===== src/rtl/ws2812_to_apa102_pkg.sv =====
// ----------------------------------------------------------------------------
// ws2812_to_apa102_pkg
// Shared types and constants for the WS2812 -> APA102 bridge.
//   rx_state_t : one-wire receiver states
//   tx_state_t : APA102 transmitter states
//   entry_t    : queue entry {latch, grb[23:0]}
//   START_FRAME / END_FRAME / BRIGHT_HDR : fixed APA102 frame contents
//   pixel_word : reorders a WS2812 GRB triple into an APA102 LED frame
// ----------------------------------------------------------------------------
package ws2812_to_apa102_pkg;

  typedef enum logic [1:0] {
    RX_WAIT_LATCH,
    RX_LOW,
    RX_HIGH
  } rx_state_t;

  typedef enum logic [1:0] {
    TX_IDLE,
    TX_START,
    TX_PIXEL,
    TX_END
  } tx_state_t;

  typedef struct packed {
    logic        latch;
    logic [23:0] grb;
  } entry_t;

  localparam logic [31:0] START_FRAME = 32'h0000_0000;
  localparam logic [31:0] END_FRAME   = 32'hFFFF_FFFF;
  localparam logic [7:0]  BRIGHT_HDR  = 8'hFF;

  // APA102 LED frame is header, blue, green, red; WS2812 carries G, R, B.
  function automatic logic [31:0] pixel_word(input logic [23:0] grb);
    return {BRIGHT_HDR, grb[7:0], grb[23:16], grb[15:8]};
  endfunction

endpackage


===== src/rtl/ws2812_rx.sv =====
// ----------------------------------------------------------------------------
// ws2812_rx
// Decodes the WS2812 one-wire stream into queue entries.
//   clk, rst       : clock, asynchronous active-high reset
//   i_ws           : raw asynchronous WS2812 data
//   o_push_valid   : one-cycle strobe, o_push_entry is valid
//   o_push_entry   : {latch=0, grb} for a pixel, {latch=1, 0} for a latch
// ----------------------------------------------------------------------------
module ws2812_rx
  import ws2812_to_apa102_pkg::*;
#(
  parameter int HI_THRESH = 30,
  parameter int RESET_LEN = 2500
) (
  input  logic   clk,
  input  logic   rst,
  input  logic   i_ws,
  output logic   o_push_valid,
  output entry_t o_push_entry
);

  localparam int LOW_W  = $clog2(RESET_LEN + 1);
  localparam int HIGH_W = $clog2(HI_THRESH + 1);
  localparam logic [LOW_W-1:0]  LOW_MAX  = LOW_W'(RESET_LEN);
  localparam logic [LOW_W-1:0]  LOW_LAST = LOW_W'(RESET_LEN - 1);
  localparam logic [HIGH_W-1:0] HIGH_MAX = HIGH_W'(HI_THRESH);
  // The rising-edge cycle itself is high but the counter is cleared there,
  // so a pulse of N cycles leaves N-1 in the counter at the falling edge.
  localparam logic [HIGH_W-1:0] HIGH_ONE = HIGH_W'(HI_THRESH - 1);

  rx_state_t         r_state;
  rx_state_t         w_state_next;
  logic [1:0]        r_sync;
  logic              r_prev;
  logic [LOW_W-1:0]  r_low_cnt;
  logic [HIGH_W-1:0] r_high_cnt;
  logic [4:0]        r_bit_cnt;
  logic [23:0]       r_shift;
  logic              r_pix_seen;

  logic        w_din;
  logic        w_rise;
  logic        w_fall;
  logic        w_latch;
  logic        w_shift_en;
  logic        w_word_done;
  logic [23:0] w_shift_next;

  assign w_din        = r_sync[1];
  assign w_rise       = w_din & ~r_prev;
  assign w_fall       = ~w_din & r_prev;
  // Fires on the cycle the low run reaches RESET_LEN; saturation keeps it
  // from firing again until the line goes high.
  assign w_latch      = ~w_din && (r_low_cnt == LOW_LAST);
  assign w_shift_en   = (r_state == RX_HIGH) && w_fall;
  assign w_word_done  = w_shift_en && (r_bit_cnt == 5'd23);
  assign w_shift_next = {r_shift[22:0], (r_high_cnt >= HIGH_ONE)};

  // NOTE: state and counters use non-blocking assignments so every flop
  // samples pre-edge values regardless of statement order.
  always_ff @(posedge clk or posedge rst) begin
    if (rst) begin
      r_state    <= RX_WAIT_LATCH;
      r_sync     <= '0;
      r_prev     <= 1'b0;
      r_low_cnt  <= '0;
      r_high_cnt <= '0;
      r_bit_cnt  <= '0;
      r_shift    <= '0;
      r_pix_seen <= 1'b0;
    end else begin
      r_state <= w_state_next;
      r_sync  <= {r_sync[0], i_ws};
      r_prev  <= w_din;

      if (w_din)                     r_low_cnt <= '0;
      else if (r_low_cnt != LOW_MAX) r_low_cnt <= r_low_cnt + 1'b1;

      if ((r_state == RX_LOW) && w_rise)
        r_high_cnt <= '0;
      else if ((r_state == RX_HIGH) && w_din && (r_high_cnt != HIGH_MAX))
        r_high_cnt <= r_high_cnt + 1'b1;

      if (w_shift_en) begin
        r_shift   <= w_shift_next;
        r_bit_cnt <= w_word_done ? 5'd0 : r_bit_cnt + 1'b1;
      end else if (w_latch) begin
        r_bit_cnt <= '0;
      end

      if (w_word_done)                         r_pix_seen <= 1'b1;
      else if ((r_state == RX_LOW) && w_latch) r_pix_seen <= 1'b0;
    end
  end

  // NOTE: every always_comb output gets a default first so no path leaves
  // it unassigned, which would otherwise infer a latch.
  always_comb begin
    w_state_next = r_state;
    unique case (r_state)
      RX_WAIT_LATCH: if (w_latch) w_state_next = RX_LOW;
      RX_LOW:        if (w_rise)  w_state_next = RX_HIGH;
      RX_HIGH:       if (w_fall)  w_state_next = RX_LOW;
      default:                    w_state_next = RX_WAIT_LATCH;
    endcase
  end

  always_comb begin
    o_push_valid       = 1'b0;
    o_push_entry.latch = 1'b0;
    o_push_entry.grb   = w_shift_next;
    if (w_word_done) begin
      o_push_valid = 1'b1;
    end else if ((r_state == RX_LOW) && w_latch && r_pix_seen) begin
      o_push_valid       = 1'b1;
      o_push_entry.latch = 1'b1;
      o_push_entry.grb   = '0;
    end
  end

endmodule


===== src/rtl/ws2812_to_apa102.sv =====
// ----------------------------------------------------------------------------
// ws2812_to_apa102
// Bridges a WS2812 one-wire pixel stream to an APA102 two-wire SPI strip.
//   clk, rst   : clock (rising edge), asynchronous active-high reset
//   ws2812_in  : asynchronous WS2812 data
//   apa102_sck : APA102 clock, idles low
//   apa102_sda : APA102 data, changes only while apa102_sck is low
//   busy       : transmitter active or queue non-empty
//   overflow   : sticky, a queue push was dropped
// ----------------------------------------------------------------------------
module ws2812_to_apa102
  import ws2812_to_apa102_pkg::*;
#(
  parameter int HI_THRESH  = 30,
  parameter int RESET_LEN  = 2500,
  parameter int SCK_HALF   = 10,
  parameter int FIFO_DEPTH = 4
) (
  input  logic clk,
  input  logic rst,
  input  logic ws2812_in,
  output logic apa102_sck,
  output logic apa102_sda,
  output logic busy,
  output logic overflow
);

  localparam int AW   = $clog2(FIFO_DEPTH);
  localparam int CW   = AW + 1;
  localparam int PH_W = (SCK_HALF > 1) ? $clog2(SCK_HALF) : 1;
  localparam logic [CW-1:0]   DEPTH_C = CW'(FIFO_DEPTH);
  localparam logic [PH_W-1:0] PH_LAST = PH_W'(SCK_HALF - 1);

  // ---------------- receiver ----------------
  logic   w_push_valid;
  entry_t w_push_entry;

  ws2812_rx #(
    .HI_THRESH(HI_THRESH),
    .RESET_LEN(RESET_LEN)
  ) u_rx (
    .clk         (clk),
    .rst         (rst),
    .i_ws        (ws2812_in),
    .o_push_valid(w_push_valid),
    .o_push_entry(w_push_entry)
  );

  // ---------------- queue ----------------
  entry_t          r_mem [FIFO_DEPTH];
  logic [AW-1:0]   r_wr_ptr;
  logic [AW-1:0]   r_rd_ptr;
  logic [CW-1:0]   r_count;
  logic            r_overflow;
  logic            w_full;
  logic            w_empty;
  logic            w_pop;
  logic            w_push_ok;
  entry_t          w_head;

  assign w_full    = (r_count == DEPTH_C);
  assign w_empty   = (r_count == '0);
  assign w_head    = r_mem[r_rd_ptr];
  // A pop in the same cycle frees the slot, so a full queue still accepts.
  assign w_push_ok = w_push_valid && (!w_full || w_pop);

  // NOTE: queue storage is deliberately not reset; the count and pointers
  // are, and no entry is ever read before it has been written.
  always_ff @(posedge clk) begin
    if (w_push_ok) r_mem[r_wr_ptr] <= w_push_entry;
  end

  always_ff @(posedge clk or posedge rst) begin
    if (rst) begin
      r_wr_ptr   <= '0;
      r_rd_ptr   <= '0;
      r_count    <= '0;
      r_overflow <= 1'b0;
    end else begin
      if (w_push_ok) r_wr_ptr <= r_wr_ptr + 1'b1;
      if (w_pop)     r_rd_ptr <= r_rd_ptr + 1'b1;
      case ({w_push_ok, w_pop})
        2'b10:   r_count <= r_count + 1'b1;
        2'b01:   r_count <= r_count - 1'b1;
        default: r_count <= r_count;
      endcase
      if (w_push_valid && !w_push_ok) r_overflow <= 1'b1;
    end
  end

  // ---------------- transmitter ----------------
  tx_state_t       r_tx_state;
  tx_state_t       w_tx_next;
  logic            r_in_strip;
  logic [31:0]     r_word;
  logic            r_sck;
  logic [PH_W-1:0] r_phase;
  logic [4:0]      r_bit_cnt;
  logic            w_load;
  logic [31:0]     w_load_word;
  logic            w_phase_end;
  logic            w_word_done;

  assign w_phase_end = (r_phase == PH_LAST);
  assign w_word_done = (r_tx_state != TX_IDLE) && r_sck && w_phase_end &&
                       (r_bit_cnt == 5'd31);

  always_ff @(posedge clk or posedge rst) begin
    if (rst) begin
      r_tx_state <= TX_IDLE;
      r_in_strip <= 1'b0;
      r_word     <= '0;
      r_sck      <= 1'b0;
      r_phase    <= '0;
      r_bit_cnt  <= '0;
    end else begin
      r_tx_state <= w_tx_next;
      // Loading the word puts its MSB on sda, so the first low phase starts
      // on the very next cycle.
      if (w_load) begin
        r_word    <= w_load_word;
        r_sck     <= 1'b0;
        r_phase   <= '0;
        r_bit_cnt <= '0;
      end else if (r_tx_state != TX_IDLE) begin
        if (!w_phase_end) begin
          r_phase <= r_phase + 1'b1;
        end else begin
          r_phase <= '0;
          if (!r_sck) begin
            r_sck <= 1'b1;
          end else begin
            r_sck <= 1'b0;
            if (!w_word_done) begin
              r_word    <= {r_word[30:0], 1'b0};
              r_bit_cnt <= r_bit_cnt + 1'b1;
            end
          end
        end
      end
      if (w_word_done && (r_tx_state == TX_START))    r_in_strip <= 1'b1;
      else if (w_word_done && (r_tx_state == TX_END)) r_in_strip <= 1'b0;
    end
  end

  always_comb begin
    w_tx_next   = r_tx_state;
    w_pop       = 1'b0;
    w_load      = 1'b0;
    w_load_word = START_FRAME;
    unique case (r_tx_state)
      TX_IDLE: begin
        if (!w_empty) begin
          w_load = 1'b1;
          if (w_head.latch) begin
            w_pop       = 1'b1;
            w_load_word = END_FRAME;
            w_tx_next   = TX_END;
          end else if (!r_in_strip) begin
            // Pixel stays queued until the start frame has gone out.
            w_load_word = START_FRAME;
            w_tx_next   = TX_START;
          end else begin
            w_pop       = 1'b1;
            w_load_word = pixel_word(w_head.grb);
            w_tx_next   = TX_PIXEL;
          end
        end
      end
      default: if (w_word_done) w_tx_next = TX_IDLE;
    endcase
  end

  always_comb begin
    apa102_sck = r_sck;
    apa102_sda = r_word[31];
    busy       = (r_tx_state != TX_IDLE) || !w_empty;
    overflow   = r_overflow;
  end

endmodule


===== config.mk =====
export PLATFORM = sky130hd
export DESIGN_NAME = ws2812_to_apa102
export DESIGN_NICKNAME = d
export VERILOG_FILES = /design/src/rtl/ws2812_to_apa102_pkg.sv /design/src/rtl/ws2812_rx.sv /design/src/rtl/ws2812_to_apa102.sv
export SDC_FILE = /design/constraint.sdc
export NUM_CORES = 1
export LEC_CHECK = 0
export ABC_AREA = 1
export BUFFER_PORTS_ARGS = -buffer_cell sky130_fd_sc_hd__buf_2
export CAP_MARGIN = 20
export CELL_PAD_IN_SITES_DETAIL_PLACEMENT = 0
export CELL_PAD_IN_SITES_GLOBAL_PLACEMENT = 1
export CORE_ASPECT_RATIO = 1.5
export CORE_MARGIN = 2
export CORE_UTILIZATION = 45
export CTS_CLUSTER_SIZE = 16
export DETAILED_ROUTE_END_ITERATION = 8
export PLACE_DENSITY_LB_ADDON = 0.2
export SLEW_MARGIN = 20
export SYNTH_ARGS = -nofsm -noshare
export SYNTH_HDL_FRONTEND = slang
export SYNTH_SLANG_ARGS = --single-unit

===== constraint.sdc =====
create_clock -name clk -period 4.63 [get_ports clk]
set_input_delay 0.2315 -clock clk [delete_from_list [all_inputs] [get_ports clk]]
set_output_delay 0.2315 -clock clk [all_outputs]
set_load 0.005 [all_outputs]

Yosys cells after proc, flatten, opt, wreduce, memory -nomap -nowiden. Memory sizes are Yosys's and may differ from the RTL's. Index checks and enable logic that the tools add are counted.

Flip-flop bits (word level): 104. Memory bits (writable): 100. Bits of input ports: 3. Word-level logic and storage cells: 143. Memories kept: 1.

Add/sub/neg operators: 9. Magnitude comparators: 1. Eq/ne operators: 18. Multiplexer cells: 54. Bitwise logic cells: 4. Reduce and logical (&&, ||, !) cells: 38.

Memories: r_mem (depth 4, width 25, read ports 1, clocked after memory_dff 0, write ports 1, RTL line ws2812_to_apa102.sv:50) `entry_t r_mem [FIFO_DEPTH];`.

Operators with widths (count): 32-bit 2-to-1 mux (9); 25-bit 2-to-1 mux (2); 5-bit 2-to-1 mux (10); 12-bit 2-to-1 mux (2); 2-bit nonzero test (11); 1-bit 2-to-1 mux (18); 2-bit 2-to-1 mux (8); 5-bit by 1-bit adder with 5-bit output, second input constant (3); 1-bit logical AND (15); 12-bit by 1-bit adder with 12-bit output, second input constant (1); 12-bit == test, second input constant (1); 4-bit 2-to-1 mux (3); 12-bit != test, second input constant (1); 5-bit == test, second input constant (2); 2-bit by 1-bit == test with 1-bit output, second input constant (3); 2-bit == test, second input constant (3); 2-bit by 1-bit != test with 1-bit output, second input constant (3); 2-bit case mux with 3 select lines (1); 3-bit case mux with 2 select lines (1); 5-bit greater-or-equal comparator, second input constant (1); 5-bit != test, second input constant (1); 2-bit by 1-bit adder with 2-bit output, second input constant (2); 4-bit by 1-bit adder with 4-bit output, second input constant (1); 4-bit == test, second input constant (1); 13 further kinds (21).

Logic depth before layout (Yosys ltp). Gate-level depths: netlist of run 1.

Depth in word-level cells: 9. Depth in mapped cells: 15.

By module. From an unflattened synthesis of run 1, not the netlist that was laid out.

Cell total of the unflattened synthesis: 902. Area total of the unflattened synthesis: 9151.3 um^2.

By module, submodules not included: ws2812_to_apa102 (times used 1, cells an instance 569, area an instance 6540.0 um^2, seq. area each 4329.2 um^2); ws2812_rx (times used 1, cells an instance 333, area an instance 2611.3 um^2, seq. area each 1276.2 um^2).

Worst setup path after synthesis of run 1. OpenSTA, ideal clock, no wires.

Path type: reg2reg. Start: register u_rx.r_low_cnt[0]. End: memory r_mem[0][0] (netlist bit) (enable). Setup time: 0.407 ns. Arrival time: 2.334 ns. Path slack: 1.889 ns. Stages on the path, launching flop included: 10. Path buffers: 0. Cells stage by stage: dfrtp_1 > ha_1 > inv_1 > nor2_1 > nand2_1 > nor2_1 > nand4_2 > nand2_2 > nand2_2 > nor2_1.

Longest elaborated chain between the ends: 9.

RTL lines: from (decl) (RTL line ws2812_rx.sv:35) `logic [LOW_W-1:0] r_low_cnt;`; from (signal assigned) (RTL line ws2812_rx.sv:77) `else if (r_low_cnt != LOW_MAX) r_low_cnt <= r_low_cnt + 1'b1;`; 12-bit == test (RTL line ws2812_rx.sv:54) `assign w_latch = ~w_din && (r_low_cnt == LOW_LAST);`; 1-bit logical AND (RTL line ws2812_rx.sv:54); 1-bit logical AND (2 in series) (RTL line ws2812_rx.sv:114) `end else if ((r_state == RX_LOW) && w_latch && r_pix_seen) begin`; 1-bit 2-to-1 mux (RTL line ws2812_rx.sv:114); 1-bit 2-to-1 mux (RTL line ws2812_rx.sv:112) `if (w_word_done) begin`; 1-bit logical AND (RTL line ws2812_to_apa102.sv:65) `assign w_push_ok = w_push_valid && (!w_full || w_pop);`; 1-bit 2-to-1 mux (RTL line ws2812_to_apa102.sv:70) `if (w_push_ok) r_mem[r_wr_ptr] <= w_push_entry;`; 1-bit 2-to-1 mux (implied by the code) (RTL line ws2812_to_apa102.sv:70); to (decl) (RTL line ws2812_to_apa102.sv:50).

No other way between the ends.

Worst setup path in the final report of run 1.
Start: register r_rd_ptr[0]. End: register r_count[2].

Longest elaborated chain between the ends: 8. Elaborated cells between the ends (all ways): 10. Those cells by class: 2 x eq/ne; 4 x mux; 3 x reduce/logical; 1 x memory.

RTL lines: from (decl) (RTL line ws2812_to_apa102.sv:52) `logic [AW-1:0] r_rd_ptr;`; from (signal assigned) (RTL line ws2812_to_apa102.sv:81) `if (w_pop) r_rd_ptr <= r_rd_ptr + 1'b1;`; memory 4 x 25 bit *; 1-bit 2-to-1 mux * (RTL line ws2812_to_apa102.sv:155) `if (w_head.latch) begin`; 1-bit 2-to-1 mux * (RTL line ws2812_to_apa102.sv:153) `if (!w_empty) begin`; 1-bit 2-to-1 mux * (RTL line ws2812_to_apa102.sv:151) `unique case (r_tx_state)`; 1-bit logical OR (RTL line ws2812_to_apa102.sv:65); 1-bit logical AND (RTL line ws2812_to_apa102.sv:65); 2-bit by 1-bit == test with 1-bit output or 2-bit == test (tied branches) (RTL line ws2812_to_apa102.sv:82) `case ({w_push_ok, w_pop})`; 3-bit case mux with 2 select lines or 2-bit nonzero test (tied branches); to (signal assigned) (RTL line ws2812_to_apa102.sv:83) `2'b10: r_count <= r_count + 1'b1;`; to (signal assigned) (RTL line ws2812_to_apa102.sv:84) `2'b01: r_count <= r_count - 1'b1;`; to (signal assigned) (RTL line ws2812_to_apa102.sv:85) `default: r_count <= r_count;`; to (decl) (RTL line ws2812_to_apa102.sv:53) `logic [CW-1:0] r_count;`.

Mark *: on every way between the ends. The rest lies on a longest branch, timed or not. A chain may end at the register's enable or synchronous reset.

==> flow_metrics.py, run 1 <==
metrics = {
    "floorplanning": {
        "die_area_um2": 21600,
        "initial_core_util_pct": 45.4,
        "num_rows": 64,
        "boundaryPins": 7,
        "die_w_um": 121,
        "die_h_um": 179,
        "core-area_um2": 20300,
    },
    "sta": {
        "worst_slew_pin_slew_ns": 0.838,
        "skew_ns": 0.0152,
        "period_share_pct": 78.4,
        "final.min_clock_period_ns": 3.63,
        "setup_viol": 0,
        "grt_setup_unrepaired": "no",
        "slew_headroom_pct": 44.1,
        "final.setup.tns_ns": 0,
        "maxSlewViolCount": 0,
        "finalHoldViolCount": 0,
        "fmax_mhz": 275,
    },
    "grt": {
        "grt_pass1_vias": 6191,
        "grt_max_degree": 65,
        "overflow": 0,
        "grt_pass1_wl_mm": 30.0,
        "grtUsageTotal_pct": 17.0,
        "antenna_found_initial": 0,
    },
    "placed_design": {
        "placedCellCount": 1214,
        "dpl.hpwl_mm": 11.4,
        "port_buffers": 6,
        "placed_area_um2": 9440,
        "place_congestion": 0.743,
    },
    "logic_synthesis": {
        "synth-async-reset-ratio_pct": 51.0,
        "netlist.area_leader.share_pct": 32.7,
        "synth_area_um2": 9190,
        "yosysTopAreaCell": "edfxtp_1",
        "synth_commonest_cells": "nand2_1, dfrtp_1, edfxtp_1, nor2_1, inv_1",
        "post-synth-top-count-cell": "nand2_1",
        "synth_top_flop_cell": "dfrtp_1",
        "synthCells": 974,
        "synth_seq_area_share_pct": 61.0,
        "synth-edff-count": 100,
        "synth_cell_types": 37,
        "yosys-top-cells-area": "edfxtp_1, dfrtp_1, nand2_1, nor2_1, inv_1",
        "ys_ff_latch": 204,
        "syn_nets": 991,
        "ys_warn_count": 0,
        "synth_area_per_cell_um2": 9.44,
    },
    "power": {
        "pwr-share-clk_pct": 49.8,
        "peakVddDrop_v": 0.000239,
        "seq_power_share_pct": 49.3,
        "combPwrFrac_pct": 0.8,
        "switchingPower_uw": 722,
        "total_power_uw": 3840,
        "leakagePower_uw": 0.00465,
        "p_int_uw": 3120,
        "power.share.switching_pct": 18.8,
        "p_per_area_nw_per_um2": 375,
    },
    "layout": {
        "syn2layout_area_growth_pct": 11.6,
        "fin_cells": 1256,
        "regArea_um2": 5610,
        "antenna_cells": 0,
        "multi_input_area_um2": 2990,
        "layout-drive-gt1-share_pct": 8.27,
        "num-nets-final": 993,
        "fill_cells": 1889,
        "design_area_um2": 10300,
    },
    "route": {
        "wl_per_cell_um": 13.9,
        "viasPerCell": 4.84,
        "route.vias.total": 6082,
        "firstDrtPassIters": 4,
        "final_antenna_net_count": 0,
        "drc": 0,
        "routed_wl_mm": 17.5,
        "drt_iter0_drc": 329,
    },
    "critical_path": {
        "max_stage_delay_ns": 0.65,
        "start_kind": "register",
        "cp.required_ns": 5.00,
        "r2r-start": "r_rd_ptr[0]",
        "cp_max_fo": 52,
        "reg2regPathDepth": 14,
        "slowest_stage": "dfrtp_1",
        "crit_chain": "clkinv_2, buf_4, nand2_1, nand3_2, nand2_4, nand2_2, nand3_2, inv_2, ha_1, inv_1, fa_1, a21oi_1, o21ai_0, xor2_1",
        "r2r_setup_slack_ns": 1.0,
        "cp-end-kind": "register",
        "reg2reg_to": "r_count[2]",
        "crit_top_cell": "nand3_2",
        "critPathArrivalTime_ns": 4.01,
        "worst-setup-path-type": "register to register",
    },
    "clocking": {
        "cts_buffers": 22,
        "cts_tree": "built",
        "cts_root_buf": "clkbuf_16",
        "postCtsSetupRepairBufs": 0,
        "clk_pin_slew_ns": 0.06,
        "htreeDepth": 1,
        "clk_path_buf_depth": 3,
        "ctsResizeCount": 0,
        "insertion_delay_ns": 0.50,
        "cts_sinks": 204,
    },
    "worst_hold_path": {
        "worstHoldStart": "u_rx.r_sync[0]",
        "hold_path_depth": 0,
        "hold_class": "register to register",
        "whs_endpoint": "u_rx.r_sync[1]",
    },
    "run": {
        "drv_cap": 0,
    },
    "run_status": {
        "status": "complete, no violations",
    },
}
[cells in the final DEF (no fill, tap or decap), drive strengths merged]
cell | netlist | layout
dlygate4sd3 | 0 | 2
dfrtp | 104 | 104
clkbuf | 17 | 30
o21bai | 2 | 2
o21ai | 58 | 58
mux2i | 1 | 1
a311oi | 1 | 1
nand4 | 4 | 4
bufinv | 0 | 5
o31ai | 3 | 3
edfxtp | 100 | 100
fa | 1 | 1
nor3 | 8 | 8
ha | 13 | 13
nand2 | 325 | 325
o22ai | 3 | 3
xor2 | 5 | 5
a31oi | 1 | 1
nor2 | 102 | 102
buf | 23 | 16
clkinv | 1 | 6
a21boi | 23 | 23
nand3 | 31 | 31
inv | 106 | 106
o211ai | 23 | 23
a21oi | 16 | 16
o2111ai | 2 | 2
xnor2 | 1 | 1
[sequential cells by signal (all words and copies together) (netlist names), 2 cells and up]
name and flops:
r_bit_cnt 5, r_count 3, r_mem 100, r_phase 4
r_rd_ptr 2, r_tx_state 2, r_word 32, r_wr_ptr 2
u_rx.r_bit_cnt 5, u_rx.r_high_cnt 5, u_rx.r_low_cnt 12, u_rx.r_shift 23
u_rx.r_state 2, u_rx.r_sync 2
[per-stage QoR]
step	util, %	hold slack (ns)	worst slack, ns
after floorplan	-	0.263	1.67
after global placement	46.6	0.335	0.928
after detailed placement	46.6	0.341	0.943
after CTS	50.6	0.348	0.936
after global routing	50.6	0.363	0.531
final	50.6	0.351	0.998
[how the worst max path moves through the flow]
| stage | startpoint | to | slack (ns) | cells past startpoint |
|---|---|---|---|---|
| floorplan | rst | apa102_sck | 1.67 | 1 |
| detailed placement | r_rd_ptr[0] | r_count[2] | 0.94 | 14 |
| CTS | r_rd_ptr[0] | r_count[2] | 0.94 | 14 |
| global placement | r_rd_ptr[0] | r_count[2] | 0.93 | 14 |
| global route | r_rd_ptr[0] | r_count[2] | 0.53 | 14 |
| finish | r_rd_ptr[0] | r_count[2] | 1.0 | 14 |
[routing by layer]
metal  GRT usage (%)  part of all wire (%)  up-vias
met5               0                     0        -
met4            4.41                   1.6        0
met3            2.23                   2.7       20
met2            29.3                    50       57
met1            22.8                    46     2869
li1                -                     -     3136
[cell type report]
cell class              instances  share of cell area, %
inverters                     107                   3.95
clock inverters                10                   1.70
multi-input cells             623                   29.2
repair buffers                 18                   1.22
clock buffers                  30                   6.10
well taps                     264                   3.22
flip-flops and latches        204                   54.7
[what timing repair did]
item	4_1_cts	5_1_grt
hold buffers	2	0
setup endpoints to repair	0	0
hold endpoints to repair	64	0
[power by group through the flow]
stage	sequential, uW	clock [uW]	combinational [uW]
finish	1900	1920	31.5
global route	1900	2030	38.4
CTS	1900	1960	33.7
detailed placement	1930	0	32.2
global placement	1930	0	32.0
floorplan	1930	0	22.9
[logic make-up (layout without fill, tap and decap cells)]
logic type      after synthesis  in the layout  synth area share (%)
compound gates              132            132                  8.75
xor+xnor                      6              6                 0.572
fa+ha+maj                    14             14                  1.99
buf+inv                     147            165                  6.60
flops                       204            204                  61.0
mux                           1              1                 0.109
simple gates                470            470                  21.0
[critical path, delay by kind of cell (launching register included)]
family | cells | cell delay, ns
DFF | 1 | 0.65
and+or+nand+nor | 5 | 0.79
adders and majority gates | 2 | 0.59
buffers and inverters | 4 | 1.05
AOI/OAI and AO/OA | 2 | 0.24
xor gates and xnor gates | 1 | 0.15
Note: power is estimated with default switching activity, not from simulation.
==> run 2, diff against run 1 <==
--- a/config.mk
+++ b/config.mk
@@ -5,7 +5,7 @@
 export SDC_FILE = /design/constraint.sdc
 export NUM_CORES = 1
 export LEC_CHECK = 0
-export ABC_AREA = 1
+export ABC_AREA = 0
 export BUFFER_PORTS_ARGS = -buffer_cell sky130_fd_sc_hd__buf_2
 export CAP_MARGIN = 20
 export CELL_PAD_IN_SITES_DETAIL_PLACEMENT = 0
==> constraint.sdc (replaced) <==
create_clock -name clk -period 3.3 [get_ports clk]
set_input_delay 0.165 -clock clk [delete_from_list [all_inputs] [get_ports clk]]
set_output_delay 0.165 -clock clk [all_outputs]
set_load 0.005 [all_outputs]
==> flow_metrics.py, run 2 <==
metrics = {
    "run_status": {
        "status": "complete, no violations",
    },
    "critical_path": {
        "endpoint": "r_count[2]",
        "critPathArrivalTime_ns": 3.01,
        "cp.required_ns": 3.66,
        "r2r_setup_slack_ns": 0.65,
        "start_kind": "register",
        "crit_chain": "nor4b_1, and3_1, nand4_1, inv_1, o21a_2, inv_1, ha_1, inv_1, fa_1, xor2_1, nor2_1, xor2_1",
        "crit_top_cell": "inv_1",
        "reg2regPathDepth": 12,
        "cp_max_fo": 7,
        "r2r-start": "u_rx.r_low_cnt[3]",
        "crit_buf_inv": 3,
        "max_stage_delay_ns": 0.43,
        "cp-end-kind": "register",
        "worst-setup-path-type": "register to register",
        "reg2reg_to": "r_count[2]",
        "cp-startpoint": "u_rx.r_low_cnt[3]",
        "crit_family": "simple AND/OR/NAND/NOR gates",
        "slowest_stage": "dfrtp_1",
        "cp.depth": 12,
    },
    "route": {
        "viasPerCell": 5.18,
        "drt_iter0_drc": 212,
        "wl_per_cell_um": 15.1,
        "routed_wl_mm": 14.4,
        "final_antenna_net_count": 0,
        "route.vias.total": 4922,
        "drc": 0,
        "firstDrtPassIters": 4,
    },
    "worst_hold_path": {
        "hold_class": "input pin to asynchronous set/reset pin",
    },
    "logic_synthesis": {
        "netlist.area_leader.share_pct": 35.2,
        "synth_area_um2": 8530,
        "synthCells": 672,
        "syn_nets": 689,
        "synth_top_flop_cell": "dfrtp_1",
        "synth_area_per_cell_um2": 12.7,
        "synth-async-reset-ratio_pct": 51.0,
        "yosys-top-cells-area": "edfxtp_1, dfrtp_1, mux4_2, nand2_1, o21ai_0",
        "synth-edff-count": 100,
        "synth_seq_area_share_pct": 65.7,
        "synth_commonest_cells": "nand2_1, dfrtp_1, edfxtp_1",
        "post-synth-top-count-cell": "nand2_1",
        "ys_ff_latch": 204,
        "yosysTopAreaCell": "edfxtp_1",
        "synth_cell_types": 51,
        "ys_warn_count": 0,
    },
    "sta": {
        "skew_ns": 0.00888,
        "maxSlewViolCount": 0,
        "final.min_clock_period_ns": 2.65,
        "finalHoldViolCount": 0,
        "grt_setup_unrepaired": "no",
        "layout_setup_ws_ns": 0.653,
        "slew_headroom_pct": 56.5,
        "final.setup.tns_ns": 0,
        "setup_viol": 0,
        "worst_slew_pin_slew_ns": 0.653,
        "period_share_pct": 80.2,
        "fmax_mhz": 378,
    },
    "power": {
        "seq_power_share_pct": 55.5,
        "p_int_uw": 3880,
        "pwr-share-clk_pct": 43.5,
        "combPwrFrac_pct": 0.9,
        "peakVddDrop_v": 0.000388,
        "power.share.switching_pct": 19.0,
        "p_per_area_nw_per_um2": 504,
        "leakagePower_uw": 0.00352,
        "switchingPower_uw": 909,
        "total_power_uw": 4790,
    },
    "clocking": {
        "clk_pin_slew_ns": 0.06,
        "cts_sinks": 204,
        "cts_buffers": 20,
        "postCtsSetupRepairBufs": 0,
        "hold_buffers": 2,
        "htreeDepth": 1,
        "insertion_delay_ns": 0.48,
        "clk_path_buf_depth": 3,
        "ctsResizeCount": 0,
        "cts_tree": "built",
        "cts_root_buf": "clkbuf_16",
    },
    "floorplanning": {
        "die_area_um2": 20100,
        "core-area_um2": 18500,
        "boundaryPins": 7,
        "num_rows": 61,
        "initial_core_util_pct": 46.0,
        "die_h_um": 173,
        "die_w_um": 116,
    },
    "placed_design": {
        "place_congestion": 0.723,
        "port_buffers": 6,
        "placed_area_um2": 8880,
        "dpl.hpwl_mm": 9.54,
        "place_ws_ns": 0.685,
    },
    "grt": {
        "grt_pass1_vias": 5145,
        "antenna_found_initial": 0,
        "grtUsageTotal_pct": 15.4,
        "grt_pass1_wl_mm": 25.0,
        "overflow": 0,
        "grt_max_degree": 54,
    },
    "run": {
        "drv_cap": 0,
    },
    "layout": {
        "largest_reg_flops": 100,
        "regMostFlops": "r_mem",
        "num-nets-final": 703,
        "mostFrequentLayoutCells": "nand2_1, dfrtp_1, edfxtp_1",
        "syn2layout_area_growth_pct": 11.5,
        "layout.cells.most_common": "nand2_1",
        "layout-drive-gt1-share_pct": 12.3,
        "design_area_um2": 9510,
        "reg_top3": "r_mem (100), r_word (32), u_rx.r_shift (23)",
        "fill_cells": 1610,
        "antenna_cells": 0,
    },
}
-- run 2: cell types whose count changed after synthesis, moves of 23 or more --
cell,change
and2_1,+27
inv_1,-82
nor2_1,-47
a31oi_1,+23
nand2_1,-196
o211ai_1,-23
mux4_2,+25
-- run 2: power groups by stage --
stage / combinational (uW) / sequential, uW / clock (uW)
floorplan: 30.4 / 2710 / 0
global placement: 44.8 / 2710 / 0
detailed placement: 46.9 / 2710 / 0
CTS: 48.7 / 2660 / 2160
global route: 53.5 / 2660 / 2250
finish: 45.3 / 2660 / 2090
-- run 2: logic make-up (layout without fill, tap and decap cells) --
kind of cell	Yosys count	after routing	synth area share, %
and+or+nand+nor	250	250	13.3
DFF	204	204	65.7
AOI/OAI and AO/OA	104	104	7.16
buffers and inverters	50	77	2.42
muxes	28	28	7.01
xor gates and xnor gates	22	22	2.26
adders and majority gates	14	14	2.14
-- run 2: final cells by class --
class                           count  area (um2)  area share, %
Clock buffer                       29         579           6.09
Clock inverter                      6        30.0          0.316
Inverter                           17        66.3          0.697
Multi-Input combinational cell    418        2730           28.7
Sequential cell                   204        5610           58.9
Tap cell                          252         315           3.31
Timing Repair Buffer               25         190           2.00
-- run 2: worst min path at each step --
stage | endpoint | depth (start not counted) | slack [ns]
after global placement | u_rx.r_sync[0] | 1 | 0.28
after detailed placement | u_rx.r_sync[0] | 1 | 0.28
after CTS | u_rx.r_sync[0] | 2 | 0.31
final | u_rx.r_low_cnt[0] | 3 | 0.33
after floorplan | u_rx.r_sync[0] | 0 | 0.20
after global routing | u_rx.r_sync[0] | 2 | 0.33
-- run 2: metal layers --
metal,vias up,part of all wire [%],GRT usage [%]
met5,-,0,0
met4,0,2.0,4.71
met3,18,2.6,2.31
met2,46,53,27.1
met1,2447,43,19.2
li1,2411,-,-
-- run 2: stage by stage --
| step | utilization [%] | hold WS [ns] | std cells |
|---|---|---|---|
| global placement | 47.9 | 0.279 | 914 |
| finish | 51.3 | 0.330 | 951 |
| floorplan | - | 0.196 | 672 |
| CTS | 51.3 | 0.313 | 951 |
| global route | 51.3 | 0.326 | 951 |
| detailed placement | 47.9 | 0.276 | 914 |
-- run 2: worst min-delay path: stages --
cell and delay, ns:
dlygate4sd3_1 0.53, buf_2 0.13, inv_4 0.46
